### src/rtl/fifo_wr_ctrl.sv
// Write-domain side of the async FIFO. It accepts a valid/ready stream, drives the memory write port,
// synchronises the read Gray pointer, and reports full, almost-full, occupancy and overflow status.
module fifo_wr_ctrl #(
    parameter int ADDR_W    = 4,
    parameter int DATA_W    = 8,
    parameter int AFULL_LVL = 14
) (
    input  logic              clk_wr,
    input  logic              rst_n,
    input  logic              wr_req,
    input  logic [DATA_W-1:0] wr_din,
    output logic              wr_ready,
    output logic              wr_en,
    output logic [ADDR_W-1:0] write_addr,
    output logic [DATA_W-1:0] write_data,
    input  logic [ADDR_W:0]   rd_ptr_gray,
    output logic [ADDR_W:0]   wr_ptr_gray,
    output logic              full,
    output logic              almost_full,
    output logic [ADDR_W:0]   wr_count,
    output logic              overflow,
    input  logic              ovf_clr
);

    localparam int PW = ADDR_W + 1;

    logic [PW-1:0] wr_ptr_bin;
    logic [PW-1:0] ptr_bin_nxt;
    logic [PW-1:0] ptr_gray_nxt;
    logic [PW-1:0] rd_s1;
    logic [PW-1:0] rd_s2;
    logic [PW-1:0] rd_sync_bin;
    logic [PW-1:0] count_nxt;
    logic          full_nxt;
    logic          afull_nxt;

    function automatic logic [PW-1:0] gray2bin(input logic [PW-1:0] g);
        logic [PW-1:0] b;
        b[PW-1] = g[PW-1];
        for (int i = PW - 2; i >= 0; i--) begin
            b[i] = b[i+1] ^ g[i];
        end
        return b;
    endfunction

    assign wr_en      = wr_req && !full;
    assign wr_ready   = !full;
    assign write_data = wr_din;
    assign write_addr = wr_ptr_bin[ADDR_W-1:0];

    // Status is computed from the post-write pointer so full asserts on the edge that fills the last slot.
    always_comb begin
        ptr_bin_nxt  = wr_ptr_bin + {{(PW-1){1'b0}}, wr_en};
        ptr_gray_nxt = ptr_bin_nxt ^ (ptr_bin_nxt >> 1);
        rd_sync_bin  = gray2bin(rd_s2);
        full_nxt     = (ptr_gray_nxt == {~rd_s2[PW-1:PW-2], rd_s2[PW-3:0]});
        count_nxt    = ptr_bin_nxt - rd_sync_bin;
        afull_nxt    = (count_nxt >= PW'(AFULL_LVL));
    end

    // Plain two-flop chain: any logic between the stages would defeat metastability settling.
    always_ff @(posedge clk_wr or negedge rst_n) begin
        if (!rst_n) begin
            rd_s1 <= '0;
            rd_s2 <= '0;
        end else begin
            // NOTE: non-blocking assignments let rd_s2 take the old rd_s1, forming a real two-stage chain.
            rd_s1 <= rd_ptr_gray;
            rd_s2 <= rd_s1;
        end
    end

    always_ff @(posedge clk_wr or negedge rst_n) begin
        if (!rst_n) begin
            wr_ptr_bin  <= '0;
            wr_ptr_gray <= '0;
            full        <= 1'b0;
            almost_full <= 1'b0;
            wr_count    <= '0;
            overflow    <= 1'b0;
        end else begin
            wr_ptr_bin  <= ptr_bin_nxt;
            wr_ptr_gray <= ptr_gray_nxt;
            full        <= full_nxt;
            almost_full <= afull_nxt;
            wr_count    <= count_nxt;
            if (wr_req && full) begin
                overflow <= 1'b1;
            end else if (ovf_clr) begin
                overflow <= 1'b0;
            end
        end
    end

endmodule
### config.mk
export PLATFORM = sky130hd
export DESIGN_NAME = fifo_wr_ctrl
export DESIGN_NICKNAME = d
export VERILOG_FILES = /design/src/rtl/fifo_wr_ctrl.sv
export SDC_FILE = /design/constraint.sdc
export NUM_CORES = 1
export LEC_CHECK = 0
export ABC_AREA = 1
export BUFFER_PORTS_ARGS = -buffer_cell sky130_fd_sc_hd__buf_2
export CAP_MARGIN = 10
export CORE_ASPECT_RATIO = 0.5
export CORE_MARGIN = 5
export CORE_UTILIZATION = 32
export DETAILED_ROUTE_END_ITERATION = 10
export GPL_TIMING_DRIVEN = 1
export MAX_ROUTING_LAYER = met4
export PLACE_DENSITY = 0.55
export RECOVER_POWER = 100
export SYNTH_ARGS = -nofsm -noshare
export SYNTH_HDL_FRONTEND = slang
export SYNTH_SLANG_ARGS = --single-unit
### constraint.sdc
create_clock -name clk_wr -period 2.3 [get_ports clk_wr]
set_input_delay 0.345 -clock clk_wr [delete_from_list [all_inputs] [get_ports clk_wr]]
set_output_delay 0.345 -clock clk_wr [all_outputs]
set_load 0.02 [all_outputs]
==> metrics.cfg, run 1 <==
[place]
placed_cell_area_sq_um=1510
dp_hpwl_mm=2.04
portBuffers=27
gp_congestion=0.764

[logic_synthesis]
synth.top_cells.by_area=dfrtp_1 51%, nand2_1 9.0%, nand3_1 8.3%
synth_top_area_share_pct=50.8
synth_fp_nets=169
synth_cell_types=24
synth_area_sq_um=1330
synth-seq-cells=27
syn_inst=145
ys_seq_area_share_pct=50.8
synth_area_leader_cell=dfrtp_1
ys.warnings.count=0
synth_area_per_cell_sq_um=9.17

[final_layout]
drive_above_1_share_pct=24.4
fin_nets=201
syn_to_final_growth_pct=20.4
fillCellCount=403
stdcell_area_sq_um=1600
seq_area_sq_um=676
multi_input_area_sq_um=559
diodes=0

[hold_path]
hp-class=input pin to flip-flop
min_path_cells=1
hold-path-endpoint=rd_s1[0]
min-delay-start=rd_ptr_gray[0]

[route]
drt-vias-per-instance=4.33
wl_per_cell_microns=11.5
vias=997
drcViolationCount=0
routed_wl_mm=2.65
drt_iter0_drc=29
dr.pass1.iters=4
ant_nets=0

[sta]
timing.slew.headroom_pct=6.42
rsz0062_at_grt=yes
drv_slew=0
period_share_pct=96.2
max_freq_mhz=452
skew_ns=0.00540
tns_ns=0
hold-worst-slack_ns=0.176
hold_violations=0
final.min_clock_period_ns=2.21
tightestPinTransition_ns=1.40
setup_violations=0

[setup_path]
cp_num_cells=14
r2r-start=rd_s2[3]
cp_top_family=simple AND/OR/NAND/NOR gates
regToRegEndpoint=almost_full
cp.required_ns=2.47
crit_type=flip-flop to flip-flop
critPathBufInv=1
start_kind=flip-flop
reg2reg_setup_slack_ns=0.09
cp.arrival_ns=2.38
rr_worst_depth=14
crit_fanout=3
worst_path_max_delay_cell=dfrtp_1
endpoint_kind=flip-flop
path_cells=xnor2_2 -> or2_4 -> nand2_4 -> nand2_2 -> nand3_1 -> nand2_1 -> inv_2 -> ha_4 -> fa_2 -> nor2_1 -> o21a_1 -> nor2_1 -> xor2_1 -> nand2_1
cp_slowest_stage_delay_ns=0.42

[job]
drv_cap=0

[cts]
cts.sinks=27
cts_buffers=3
h-tree-depth=1
postCtsHoldBufs=0
clock-root-buffer=clkbuf_8
clk_latency_ns=0.27
cts_tree=done
clockBufferDepth=2
clk_pin_slew_ns=0.09

[floorplanning]
die_w_microns=101
initial_core_util_pct=33.6
rows=16
num_io_pins=44
die_area_sq_um=5620
core-area_sq_um=3960
fp.dieH_microns=55.6

[global_routing]
gr-usage-all-layers_pct=10.0
overflow=0
grt_max_degree=28
grt_pass1_vias=921
grt_pass1_wl_mm=4.24
antenna_found_initial=0

[run_status]
status=complete, no violations

[pwr]
power_density_nw_per_um2=1390
peakVddDrop_mv=0.376
p_leak_uw=0.000807

-- flip-flops by register name, summed over array words and instances (netlist names) --
| register | cells |
|---|---|
| rd_s2 | 5 |
| rd_s1 | 5 |
| full | 1 |
| wr_count | 5 |
| wr_ptr_gray | 4 |
| wr_ptr_bin | 5 |
| almost_full | 1 |
| overflow | 1 |
-- per-layer routing --
metal  routed length, microns  part of all wire [%]  GRT usage (%)  vias to the layer above
met5                        0                     0              -                        -
met4                        2                 0.075           3.60                        0
met3                      158                   6.0           3.38                        2
met2                     1240                    47           15.1                       23
met1                     1250                    47           12.5                      462
li1                         -                     -              -                      510
-- power breakdown --
part / internal (uW) / switching, uW
logic: 424 / 797
registers: 636 / 97.1
clock network: 121 / 144
-- area by class of cell --
| class | instances | share of cell area [%] |
|---|---|---|
| multi-input combinational | 89 | 34.9 |
| timing repair buffer | 36 | 11.1 |
| clock inverter | 1 | 0.312 |
| clock buffer | 3 | 2.58 |
| inverter | 20 | 4.69 |
| tap | 54 | 4.22 |
| sequential | 27 | 42.2 |
-- worst max path at each step --
stage                  start          end
floorplan               full  almost_full
global placement    rd_s2[4]  almost_full
detailed placement  rd_s2[3]  almost_full
CTS                 rd_s2[4]  almost_full
global route        rd_s2[3]  almost_full
finish              rd_s2[3]  almost_full
-- synth_stat cells (all sizes together) --
cell type	number
nand2	40
dfrtp	27
nand3	23
inv	20
buf	9
ha	6
nor2	6
o21ai	3
xnor2	2
xor2	2
a21oi	1
fa	1
nand3b	1
nand4	1
o21a	1
o22ai	1
or2	1
-- logic make-up (layout without fill, tap and decap cells) --
family                   Yosys count  count (layout)  share of synthesized area, %
AND/OR/NAND/NOR                   72              72                          25.6
buffers and inverters             29              60                          11.0
flip-flops                        27              27                          50.8
adder cells (fa/ha/maj)            7               7                          7.15
AO/OA/AOI/OAI                      6               6                          2.82
XOR/XNOR                           4               4                          2.63
-- repair_timing --
| action | in CTS | in global routing |
|---|---|---|
| pin swaps | 0 | 1 |
| setup buffers | 1 | 2 |
| endpoints found under the setup margin | 2 | 2 |
| gates resized for setup | 2 | 11 |
-- layout by cell type (no fill, tap or decap), types with 2 or more instances in the layout --
cell type / count
nand2_1: 29
dfrtp_1: 27
nand3_1: 20
clkbuf_1: 20
inv_1: 17
nand2_2: 9
buf_4: 9
buf_2: 7
ha_1: 5
nor2_1: 4
nand3_2: 3
inv_2: 3
o21ai_0: 3
clkbuf_8: 3
nand2_4: 2
xor2_1: 2
-- stage by stage --
step	util [%]	total power, uW	setup WS [ns]	std cells
after floorplan	-	1620	0.0695	145
after global placement	38.2	1960	0.0246	223
after detailed placement	38.2	1990	-0.0478	223
after CTS	39.8	2270	0.0210	228
after global routing	40.4	2430	-0.0706	230
final	40.4	2220	0.0882	230
Note: power is estimated with default switching activity, not from simulation.
==> inputs of run 2 (changes only) <==
- CORE_MARGIN: 5 -> 8
- PLACE_DENSITY: 0.55 -> 0.53
- clock period: 2.3 -> 2.6 ns (I/O delays scaled with it)
==> run 2 against run 1 <==
Critical path depth is 1 lower. Sequential power is 12% lower. Clock-buffer cell count is 1 higher. Non-clock buffer count is 9 lower. Die area is 17% higher. Register-to-register slack better by 0.14 ns. Flip-flop and latch count stayed put. Critical path type unchanged. Largest cell class unchanged. Highest routed layer unchanged.
==> metrics.cfg, run 2 (synthesis results as in run 1) <==
[global_routing]
grt_pass1_vias=905  ; -1.7%
grt_busiest_layer=met2
grt_max_degree=28  ; unchanged
grt_use_met2_pct=12.9  ; -2.1 points
grt_pass1_wl_mm=4.06  ; -4.2%
gr-usage-all-layers_pct=8.26  ; -1.7 points
use_met3_pct=3.55  ; +0.17 points
antenna_found_initial=0  ; unchanged
overflow=0  ; unchanged
grtUsageMet1_pct=9.10  ; -3.4 points

[sta]
final.min_clock_period_ns=2.37  ; +0.157 ns
drv_slew=0  ; unchanged
rsz0062_at_grt=no
setup_violations=0  ; unchanged
timing.slew.headroom_pct=5.20  ; -1.2 points
tightestPinTransition_ns=1.42  ; +0.0183 ns
skew_ns=0.00281  ; -0.00259 ns
period_share_pct=91.1  ; -5.1 points
max_freq_mhz=422  ; -6.6%
hold_violations=0  ; unchanged
tns_ns=0  ; unchanged

[job]
drv_cap=0  ; unchanged

[pwr]
p_seq_share_pct=35.1  ; +2.1 points
p_leak_uw=0.000749  ; -7.2%
comb_power_share_pct=52.2  ; -2.8 points
p_int_uw=973  ; -18%
power_density_nw_per_um2=1250  ; -10%
clkPwrFrac_pct=12.7  ; +0.7 points
swShare_pct=46.9  ; +0.092 points
peakVddDrop_mv=0.245  ; -35%
p_sw_uw=860  ; -17%

[cts]
cts_setup_buffers=0  ; -1
clock-root-buffer=clkbuf_8
clk_pin_slew_ns=0.09  ; about the same
clk_latency_ns=0.27  ; about the same
cts.sinks=27  ; unchanged
cts_buffers=3  ; unchanged
clockBufferDepth=2  ; unchanged
cts_tree=done
h-tree-depth=1  ; unchanged

[final_layout]
syn_to_final_growth_pct=10.6
fin_nets=192  ; -4.5%
drive_above_1_share_pct=10.8  ; -14 points
final_cell_mix=36 x nand2_1, 27 x dfrtp_1, 22 x nand3_1
final_common_cell=nand2_1
fin_util_pct=37.3  ; -3.1 points
diodes=0  ; unchanged

[route]
drt_iter0_drc=28  ; -3.4%
wl_per_cell_microns=11.3  ; -2.2%
drcViolationCount=0  ; unchanged
vias=958  ; -3.9%
routed_wl_mm=2.49  ; -6.0%
drt-vias-per-instance=4.33  ; about the same
ant_nets=0  ; unchanged
dr.pass1.iters=4  ; unchanged

[setup_path]
cp_num_cells=13  ; -1
r2r-start=rd_s2[4]
cp_slowest_stage_delay_ns=0.43  ; about the same
start_kind=flip-flop
crit_start=rd_s2[4]
endpoint=almost_full
cp.required_ns=2.76  ; +0.29 ns
cp_top_family=simple AND/OR/NAND/NOR gates
cp.arrival_ns=2.53  ; +0.15 ns
rr_worst_depth=13  ; -1
crit_fanout=3  ; unchanged
crit_type=flip-flop to flip-flop
reg2reg_setup_slack_ns=0.23  ; +0.14 ns
endpoint_kind=flip-flop
regToRegEndpoint=almost_full
path_cells=xnor2_2 -> or2_1 -> nand3_1 -> nand3_1 -> nand2_1 -> inv_1 -> ha_1 -> fa_1 -> nor2_1 -> o21a_1 -> nor2_1 -> xor2_1 -> nand2_1
worst_path_max_delay_cell=dfrtp_1
critPathBufInv=1  ; unchanged

[hold_path]
hp-class=input pin to flip-flop
min_path_cells=1  ; unchanged

[run_status]
status=complete, no violations

[floorplanning]
rows=16  ; unchanged
die_w_microns=107  ; +5.9%
core-area_sq_um=3940  ; -0.51%
num_io_pins=44  ; unchanged
initial_core_util_pct=33.7  ; +0.17 points
fp.dieH_microns=61.6  ; +11%
die_area_sq_um=6600  ; +17%

[place]
portBuffers=27  ; unchanged
gp_congestion=0.787  ; +3.1%
dp_hpwl_mm=1.99  ; -2.2%

run 2: what timing repair did:
action,4_1_cts,5_1_grt
endpoints found under the hold margin,0,0
gates resized for setup,0,1
hold buffers,0,0
endpoints found under the setup margin,0,2
run 2: worst min path at each step:
stage	slack [ns]	end	start
2_1_floorplan	0.09	almost_full	rst_n
3_3_place_gp	0.33	rd_s2[3]	rd_s1[3]
3_5_place_dp	0.34	rd_s2[3]	rd_s1[3]
4_1_cts	0.13	rd_s1[4]	rst_n
5_1_grt	0.21	rd_s1[3]	rd_ptr_gray[3]
6_report	0.22	rd_s1[1]	rd_ptr_gray[1]
run 2: layout make-up:
type                            instances  area [sq um]
Clock buffer                            4          45.0
Fill cell                             429          2470
Inverter                               20          75.1
Multi-Input combinational cell         89           498
Sequential cell                        27           676
Tap cell                               54          67.6
Timing Repair Buffer                   27           110
run 2: metrics by stage:
| stage | hold slack, ns | power [uW] | instances | setup slack [ns] | cell area, sq um |
|---|---|---|---|---|---|
| after floorplan | 0.0944 | 1430 | 145 | 0.152 | 1330 |
| after global placement | 0.332 | 1680 | 217 | 0.235 | 1460 |
| after detailed placement | 0.337 | 1690 | 217 | 0.146 | 1460 |
| after CTS | 0.135 | 1930 | 221 | 0.134 | 1510 |
| after global routing | 0.207 | 2020 | 221 | 0.0323 | 1470 |
| final | 0.222 | 1830 | 221 | 0.232 | 1470 |
run 2: power groups by stage:
stage | sequential, uW | clock (uW) | combinational (uW)
6_report | 643 | 233 | 957
5_1_grt | 661 | 267 | 1090
4_1_cts | 644 | 245 | 1040
3_5_place_dp | 653 | 0 | 1030
3_3_place_gp | 651 | 0 | 1030
2_1_floorplan | 796 | 0 | 637
run 2: metal layers:
metal	routed length, microns	up-vias
met5	0	-
met4	38	0
met3	175	6
met2	1070	18
met1	1200	439
li1	-	495
==> inputs of run 3 (changes only) <==
- CTS_BUF_LIST: unset -> sky130_fd_sc_hd__clkbuf_16
==> run 3 against run 2 <==
Power is 6.1% higher. Fmax grew 0.17%. Critical path type unchanged. Via count grew 0.31%. Highest routed layer unchanged. Design area rose by 2.3%. First-iteration DRC count up 96%. Global-route usage increased by 0.071 points. Final cell count stayed put.
==> metrics.cfg, run 3 (synthesis results as in run 1) <==
[cts]
cts_tree=done
h-tree-depth=1  ; unchanged
cts.sinks=27  ; unchanged
cts_buffers=3  ; unchanged
clk_pin_slew_ns=0.06  ; -0.03 ns
clockBufferDepth=2  ; unchanged
clk_latency_ns=0.26  ; about the same
clock-root-buffer=clkbuf_16
cts_setup_buffers=0  ; unchanged

[setup_path]
path_cells=xnor2_2 -> or2_1 -> nand3_1 -> nand3_1 -> nand2_1 -> inv_1 -> ha_1 -> fa_1 -> nor2_1 -> o21a_1 -> nor2_1 -> xor2_1 -> nand2_1
endpoint_kind=flip-flop
crit_fanout=3  ; unchanged
cp_top_family=simple AND/OR/NAND/NOR gates
cp.arrival_ns=2.51  ; -0.02 ns
regToRegEndpoint=almost_full
crit_type=flip-flop to flip-flop
cp_slowest_stage_delay_ns=0.42  ; about the same
rr_worst_depth=13  ; unchanged
worst_path_max_delay_cell=dfrtp_1
reg2reg_setup_slack_ns=0.24  ; about the same
cp.required_ns=2.74  ; -0.02 ns
critPathBufInv=1  ; unchanged
r2r-start=rd_s2[4]
start_kind=flip-flop

[place]
preCtsSetupSlack_ns=0.146  ; unchanged
gp_congestion=0.787  ; unchanged
dp_hpwl_mm=1.99  ; unchanged
portBuffers=27  ; unchanged
placed_cell_area_sq_um=1460  ; unchanged

[global_routing]
gr-usage-all-layers_pct=8.33  ; +0.071 points
overflow=0  ; unchanged
grt_pass1_wl_mm=4.11  ; +1.2%
antenna_found_initial=0  ; unchanged
grt_max_degree=28  ; unchanged
grt_pass1_vias=928  ; +2.5%

[route]
drt_iter0_drc=55  ; +96%
drt-vias-per-instance=4.35  ; +0.31%
routed_wl_mm=2.51  ; +0.60%
wl_per_cell_microns=11.3  ; +0.60%
ant_nets=0  ; unchanged
dr.pass1.iters=4  ; unchanged
vias=961  ; +0.31%
drcViolationCount=0  ; unchanged

[hold_path]
hp-class=input pin to flip-flop
min-delay-start=rd_ptr_gray[1]
hold-path-endpoint=rd_s1[1]
min_path_cells=1  ; unchanged

[sta]
timing.slew.headroom_pct=5.29  ; +0.092 points
tightestPinTransition_ns=1.42  ; -0.00138 ns
drv_slew=0  ; unchanged
period_share_pct=90.9  ; -0.15 points
layout_setup_ws_ns=0.236  ; +0.00392 ns
hold_violations=0  ; unchanged
rsz0062_at_grt=no
skew_ns=0.00216  ; -0.000645 ns
final.min_clock_period_ns=2.36  ; -0.00392 ns
tns_ns=0  ; unchanged
setup_violations=0  ; unchanged
max_freq_mhz=423  ; +0.17%

[final_layout]
syn_to_final_growth_pct=13.2
stdcell_area_sq_um=1510  ; +2.3%
fin_nets=192  ; unchanged
final_cell_mix=36 x nand2_1, 27 x dfrtp_1, 22 x nand3_1
diodes=0  ; unchanged
final_common_cell=nand2_1
drive_above_1_share_pct=10.8  ; unchanged

[floorplanning]
num_io_pins=44  ; unchanged
fp.dieH_microns=61.6  ; unchanged
die_area_sq_um=6600  ; unchanged
core-area_sq_um=3940  ; unchanged
initial_core_util_pct=33.7  ; unchanged
rows=16  ; unchanged
die_w_microns=107  ; unchanged

[run_status]
status=complete, no violations

[pwr]
peakVddDrop_mv=0.299  ; +22%
p_leak_uw=0.000769  ; +2.6%
power_density_nw_per_um2=1290  ; +3.7%

[job]
drv_cap=0  ; unchanged

-- run 3: cell count changes in the layout (fill, tap and decap cells not counted) --
cell	before	now
clkbuf_16	0	3
inv_1	19	20
clkbuf_8	3	0
clkbuf_1	21	20
-- run 3: area by class of cell --
cell class	count	area, sq um
Fill cell	426	2440
Sequential cell	27	676
Multi-Input combinational cell	89	498
Timing Repair Buffer	27	110
Clock buffer	3	75.1
Inverter	20	75.1
Tap cell	54	67.6
Clock inverter	1	3.75
-- run 3: routing by layer --
metal  track usage (%)  vias to the layer above  part of all wire, %
met5                 -                        -                    0
met4              3.96                        0                  1.5
met3              3.55                        6                  7.1
met2              13.0                       20                   43
met1              9.22                      440                   48
li1                  -                      495                    -
-- run 3: through the flow --
step	total power, uW	hold slack (ns)	util [%]	cells
final	1940	0.235	38.2	221
after global routing	2130	0.231	38.2	221
after CTS	2040	0.155	39.1	221
after detailed placement	1690	0.337	37.1	217
after global placement	1680	0.332	37.1	217
after floorplan	1430	0.0944	-	145
-- run 3: how the worst max path moves through the flow --
| stage | from | to | slack [ns] | cells past startpoint |
|---|---|---|---|---|
| global route | rd_s2[4] | almost_full | 0.04 | 14 |
| finish | rd_s2[4] | almost_full | 0.24 | 13 |
| CTS | rd_s2[4] | almost_full | 0.14 | 14 |
| global placement | wr_req | almost_full | 0.23 | 14 |
| floorplan | full | almost_full | 0.15 | 12 |
| detailed placement | rd_s2[4] | almost_full | 0.15 | 14 |
-- run 3: what timing repair did --
| action | 4_1_cts | 5_1_grt |
|---|---|---|
| resized for setup | 0 | 1 |
| setup endpoints to repair | 0 | 2 |
| hold buffers | 0 | 0 |
-- run 3: worst reg2reg max path, cell delays in order (launching register included) --
cell and delay (ns):
dfrtp_1 0.42, xnor2_2 0.17, or2_1 0.25, nand3_1 0.10, nand3_1 0.08, nand2_1 0.06
inv_1 0.04, ha_1 0.19, fa_1 0.40, nor2_1 0.12, o21a_1 0.11, nor2_1 0.04
xor2_1 0.19, nand2_1 0.07
-- run 3: report_power, final --
part / switching, uW / total, uW / internal (uW)
clock: 133 / 339 / 206
sequential: 80.8 / 644 / 563
combinational: 660 / 961 / 301
total: 874 / 1940 / 1070
